`src/rtl/acumulador_pkg.sv`:
```
// Shared types and saturation limits for the acumulador_soma8 signed accumulator.
package acumulador_pkg;

    typedef enum logic {ACCUM, DONE} acc_state_t;

    typedef logic signed [7:0] operand_t;

    localparam operand_t SAT_POS = 8'h7F;
    localparam operand_t SAT_NEG = 8'h80;

endpackage

```
`src/rtl/soma_ovf8.sv`:
```
// 8-bit two's-complement adder with signed overflow detect.
// Build option SATURATE_EN clamps the sum to SAT_POS/SAT_NEG when the add overflows.
module soma_ovf8
    import acumulador_pkg::*;
(
    input  operand_t a,
    input  operand_t b,
    output operand_t sum,
    output logic     ovf
);

    operand_t raw;

    assign raw = a + b;
    // Overflow only when both operands share a sign and the result flips it.
    assign ovf = (a[7] == b[7]) && (raw[7] != a[7]);

`ifdef SATURATE_EN
    assign sum = ovf ? (a[7] ? SAT_NEG : SAT_POS) : raw;
`else
    assign sum = raw;
`endif

endmodule

```
`src/rtl/acumulador_soma8.sv`:
```
// Batch accumulator: sums N_OPS signed operands, then holds the result until consumed.
// SATURATE_EN (see soma_ovf8) selects clamping instead of wrap-around.
module acumulador_soma8
    import acumulador_pkg::*;
#(
    parameter int  N_OPS = 4,
    localparam int CNT_W = $clog2(N_OPS + 1)
) (
    input  logic             clk,
    input  logic             rst,
    input  logic             clear,
    input  logic             in_valid,
    output logic             in_ready,
    input  logic [7:0]       in_data,
    output logic             out_valid,
    input  logic             out_ready,
    output logic [7:0]       out_sum,
    output logic             out_ovf,
    output logic [CNT_W-1:0] out_count
);

    localparam logic [CNT_W-1:0] LAST_CNT = CNT_W'(N_OPS - 1);

    acc_state_t       state;
    operand_t         acc;
    logic [CNT_W-1:0] cnt;
    logic             ovf;

    operand_t         sum_next;
    logic             step_ovf;

    soma_ovf8 u_soma (
        .a   (acc),
        .b   (in_data),
        .sum (sum_next),
        .ovf (step_ovf)
    );

    assign in_ready  = (state == ACCUM);
    assign out_valid = (state == DONE);
    assign out_sum   = acc;
    assign out_ovf   = ovf;
    assign out_count = cnt;

    // clear beats both handshakes; no operand is taken in the result-handshake cycle.
    always_ff @(posedge clk or posedge rst) begin
        if (rst) begin
            state <= ACCUM;
            acc   <= '0;
            cnt   <= '0;
            ovf   <= 1'b0;
        end else if (clear) begin
            state <= ACCUM;
            acc   <= '0;
            cnt   <= '0;
            ovf   <= 1'b0;
        end else begin
            case (state)
                ACCUM: begin
                    if (in_valid) begin
                        acc <= sum_next;
                        ovf <= ovf | step_ovf;
                        cnt <= cnt + CNT_W'(1);
                        if (cnt == LAST_CNT)
                            state <= DONE;
                    end
                end
                DONE: begin
                    if (out_ready) begin
                        state <= ACCUM;
                        acc   <= '0;
                        cnt   <= '0;
                        ovf   <= 1'b0;
                    end
                end
                default: state <= ACCUM;
            endcase
        end
    end

endmodule

```
`config.mk`:
```
export PLATFORM = sky130hd
export DESIGN_NAME = acumulador_soma8
export DESIGN_NICKNAME = d
export VERILOG_FILES = /design/src/rtl/acumulador_pkg.sv /design/src/rtl/soma_ovf8.sv /design/src/rtl/acumulador_soma8.sv
export SDC_FILE = /design/constraint.sdc
export NUM_CORES = 1
export LEC_CHECK = 0
export ABC_AREA = 1
export BUFFER_PORTS_ARGS = -buffer_cell sky130_fd_sc_hd__buf_2
export CAP_MARGIN = 20
export CORE_UTILIZATION = 35
export CTS_BUF_LIST = sky130_fd_sc_hd__clkbuf_4
export DETAILED_ROUTE_END_ITERATION = 7
export GPL_TIMING_DRIVEN = 1
export PLACE_DENSITY = 0.7
export SLEW_MARGIN = 20
export SYNTH_ARGS = -nofsm -noshare
export SYNTH_HDL_FRONTEND = slang
export SYNTH_SLANG_ARGS = --single-unit
```
`constraint.sdc`:
```
create_clock -name clk -period 1.4 [get_ports clk]
set_input_delay 0.28 -clock clk [delete_from_list [all_inputs] [get_ports clk]]
set_output_delay 0.28 -clock clk [all_outputs]
set_load 0.05 [all_outputs]
```
Word level (Yosys, flattened, before mapping):

Cells that the tools add are included.

* input port bits: 13
* output and inout port bits: 14
* register bits: 13

* mux-type cells: 17
* bitwise operators: 2
* add/subtract/negate cells: 2
* equal/unequal tests: 5
* reduce and logical (&&, ||, !) cells: 2

Operators with widths (number)
* $mux 8: 3
* $pmux 8 s2: 1
* $mux 3: 3
* $add 8x8->8: 1
* $mux 1: 7
* $ne 3x3->1 const B: 2
* $pmux 3 s2: 1
* $pmux 1 s2: 2
* $add 3x1->3 const B: 1
* $eq 3x2->1 const B: 1
* $reduce_and 2->1: 1
* $eq 1x1->1: 1
* $logic_and 1x1->1: 1
* $ne 1x1->1: 1
* $not 1->1: 1
* $or 1x1->1: 1

Longest topological paths before layout:

* depth after elaboration: 7
* mapped depth: 9

Hierarchy:

Synthesis repeated with hierarchy kept, for this count alone.

* cell total of the unflattened synthesis: 127
* area total of the unflattened synthesis: 965.9 µm²

By module, submodules not included
* acumulador_soma8: area each 610.6 µm², times used 1, cells each 67, seq. area each 325.3 µm²
* soma_ovf8: area each 355.3 µm², times used 1, cells each 60, seq. area each 0.0 µm²

Least setup slack after synthesis:

No wires, ideal clock.

* kind: reg-to-reg
* start point: register acc[0], in the netlist out_sum[0]
* end point: register acc[4], in the netlist out_sum[4]
* slack: -316 ps
* path buffers: 0
* arrival time: 1595 ps
* stages on the path, launching flop included: 7
* period minus slack after synthesis: 1716 ps
* cell sequence: dfrtp_1 > ha_1 > fa_1 > nand3_1 > nand3_1 > o21ai_1 > nand2_1

* word-level cells in the longest chain between the ends: 4

RTL lines
* from (decl): RTL line acumulador_soma8.sv:25 `operand_t acc;`
* from (signal assigned): RTL line acumulador_soma8.sv:61 `acc <= sum_next;`
* $add 8x8->8: RTL line soma_ovf8.sv:14 `assign raw = a + b;`
* $mux 8: RTL line acumulador_soma8.sv:60 `if (in_valid) begin`
* $pmux 8 s2: RTL line acumulador_soma8.sv:58 `case (state)`
* $mux 8: RTL line acumulador_soma8.sv:52 `end else if (clear) begin`

Every way passes these cells. The select of a mux whose other input is x is not followed.
A chain may end at the register's enable or synchronous reset.

Final worst setup path:

Ends and elaborated chain as after synthesis.

==> flow_summary.yaml <==
run_status:
  run_status: "finished, violations left"
  violations: "negative setup slack"
finish:
  insertedDiodeCount: 0
  finish.cell_count_without_fillers: 184
  fillers: 247
  fin_nets: 178
  share_of_cells_above_drive_strength_1_pct: 50.0
  synthToLayoutAreaGrowth_pct: 43.5
cts:
  cts.path.max_buffers: 2
  cts-buffers-inserted: 3
  clkLatencyLatePin_ps: 280
  cts.reportedPaths.clkPinSlew_ps: 90
  clock_tree_from_tritoncts: "yes"
  total_clock_sinks: 13
  ctsHtreeMaxLevel: 1
  cts_root_buffer: "sky130_fd_sc_hd__clkbuf_4"
pwr:
  leakagePower_nw: 0.695
  worst_ir_drop_vdd_uv: 1050
  ratio_of_total_power_to_cell_area_mw_per_mm2: 1570
yosys:
  synth_area_per_inst_um2: 7.84
  post-synth-top-count-cell: "sky130_fd_sc_hd__nand2_1"
  number_of_register_bits_inferred_by_synthesis: 13
  number_of_flops_mapped_to_enable_cells_by_yosys: 0
  mappedNetlistNets: 140
  synth_area_leaders: "sky130_fd_sc_hd__dfrtp_1 35%, sky130_fd_sc_hd__nand2_1 15%, sky130_fd_sc_hd__ha_1 12%"
  synthesis.area_um2: 917
  netlist_top_cells_count: "36 x sky130_fd_sc_hd__nand2_1, 15 x sky130_fd_sc_hd__inv_1, 13 x sky130_fd_sc_hd__dfrtp_1"
  synth_largest_area_cell: "sky130_fd_sc_hd__dfrtp_1"
  synth.yosys.warnings: 0
  syn_inst: 117
  yosysSeqAreaShare_pct: 35.5
  synth_async_reset_ratio_pct: 100
  top_cell_type_s_share_of_synthesized_area_pct: 35.5
  synth_top_flop_cell: "sky130_fd_sc_hd__dfrtp_1"
  synthDistinctLibCells: 23
global_route:
  globalRouteOverflowTotal: 0
  grt.total_usage_pct: 17.8
  grt_pass1_vias: 859
  grt_antenna_before_repair: 0
  grt_pass1_wl_mm: 3.66
  grt_max_degree: 14
floorplanning:
  die_outline_area_mm2: 0.00283
  die_height_um: 53.2
  num_io_pins: 27
  die_x_um: 53.2
  core_region_area_mm2: 0.00248
  initial_core_util_pct: 37.0
  placementRows: 18
worst_setup_path:
  worstSetupPathType: "reg2reg"
  cp_num_buf_inv: 0
  crit_path_cell_trace: "ha_4 > fa_2 > nand3_2 > nand3_2 > a21oi_2 > o21ai_1 > nand2_1"
  critical-path-top-cell-by-count: "sky130_fd_sc_hd__nand3_2"
  critPathLaunch: "out_sum[0]"
  worst_setup_path_end_kind: "flip-flop"
  worst_ep_arrival_time_ps: 1650
  slowest_delay_ps: 430
  critPathLaunchType: "flip-flop"
  cp_slowest_cell: "sky130_fd_sc_hd__dfrtp_2"
  crit_fanout: 3
  cp_data_required_time_ps: 1620
  timing.rr.start: "out_sum[0]"
  worst_path_dominant_cell_family: "adder cells"
drt:
  drt_iter0_drc: 9
  finalWirelength_mm: 2.26
  via_count: 916
  ant_nets: 0
  route.detailed.vias_per_inst: 4.98
  drt_pre_antenna_iters: 4
  drc: 0
  wire_per_inst_um: 12.3
timing:
  timing.slew.headroom_pct: 64.6
  worst_pin_slew_ps: 530
  rsz0062_at_grt: "true"
  finalWorstPathRequiredPeriod_ps: 1420
  timing.final.max_slew_violations: 0
  fin_skew_ps: 4.82
  setup_ws_ps: -25.0
  timing.fmax_mhz: 702
  finalCritPeriodShare_pct: 102
  tns_ps: -64.3
  hold_violations: 0
  setup_violations: 5
place:
  numPlacedInstances: 175
  last_weighted_congestion_value_of_the_routability_driven_placer: 0.755
  detailedPlacementHpwl_mm: 1.59
  place_worst_setup_slack_ps: -18.1
  port-buffer-count: 26
job:
  max_cap_viols: 0
hold_path:
  min-delay-path-class: "in2async"
[state kept, by name, indices dropped and copies added, names as in the netlist]
name / flops
out_sum: 8
out_count: 3
out_ovf: 1
out_valid: 1
[path summary, 6_finish.rpt]
path	end	slack [ps]	cells after the start
setup / recovery	out_sum[4]	-20	7
hold / removal	out_sum[2]	20	2
setup reg to reg	out_sum[4]	-20	7
hold reg to reg	out_count[0]	520	1
max in group asynchronous	out_sum[5]	990	2
min in group clk	out_valid	270	3
[cell type report]
| class | instances | area, µm² | share of cell area (%) |
|---|---|---|---|
| Multi-Input combinational cell | 85 | 652 | 49.5 |
| Inverter | 19 | 76.3 | 5.80 |
| Timing Repair Buffer | 33 | 185 | 14.1 |
| Clock buffer | 4 | 30.0 | 2.28 |
| Tap cell | 30 | 37.5 | 2.85 |
| Sequential cell | 13 | 335 | 25.5 |
[layer usage]
metal	vias up	wire length, µm	track usage [%]
met1	438	1050	21.2
met4	0	8	7.89
met5	-	0	0
met2	21	1120	31.4
li1	455	-	-
met3	2	79	2.30
[power breakdown]
part	internal (mW)	total [mW]	switching (mW)	leakage [nW]
registers	0.475	0.571	0.0955	0.161
logic	0.447	1.23	0.783	0.515
clock network	0.130	0.262	0.133	0.0184
[cells by family after synthesis]
| logic type | after synthesis | synth area share, % |
|---|---|---|
| AND/OR/NAND/NOR | 58 | 29.2 |
| buffers and inverters | 19 | 8.32 |
| AO/OA/AOI/OAI | 16 | 11.6 |
| flip-flops | 13 | 35.5 |
| adder cells (fa/ha/maj) | 10 | 14.5 |
| XOR/XNOR | 1 | 0.955 |
[stage by stage]
step                      total power, mW  instance area, µm²  utilization (%)  hold slack [ps]
after CTS                            1.98                1260             51.1             41.5
after global routing                 2.21                1320             53.1             52.7
after global placement               1.64                1200             48.3              338
after floorplan                      1.40                1010                -              156
after detailed placement             1.66                1200             48.3              347
final                                2.06                1320             53.1             23.6
[repair_timing]
item,4_1_cts,5_1_grt
gates cloned,0,0
endpoints found under the setup margin,3,8
hold buffers,0,0
gates resized for setup,4,9
pin swaps,6,7
setup buffers,3,2
[cells in the final DEF (no fill, tap or decap), drive strengths merged]
| cell | count |
|---|---|
| a21boi | 1 |
| a21oi | 8 |
| buf | 32 |
| clkbuf | 5 |
| dfrtp | 13 |
| fa | 1 |
| ha | 9 |
| inv | 19 |
| nand2 | 37 |
| nand3 | 12 |
| nand3b | 1 |
| nand4 | 2 |
| nor2 | 6 |
| o21ai | 5 |
| o22ai | 1 |
| o31ai | 1 |
| xnor2 | 1 |
Power figures use the tool's default switching activity.
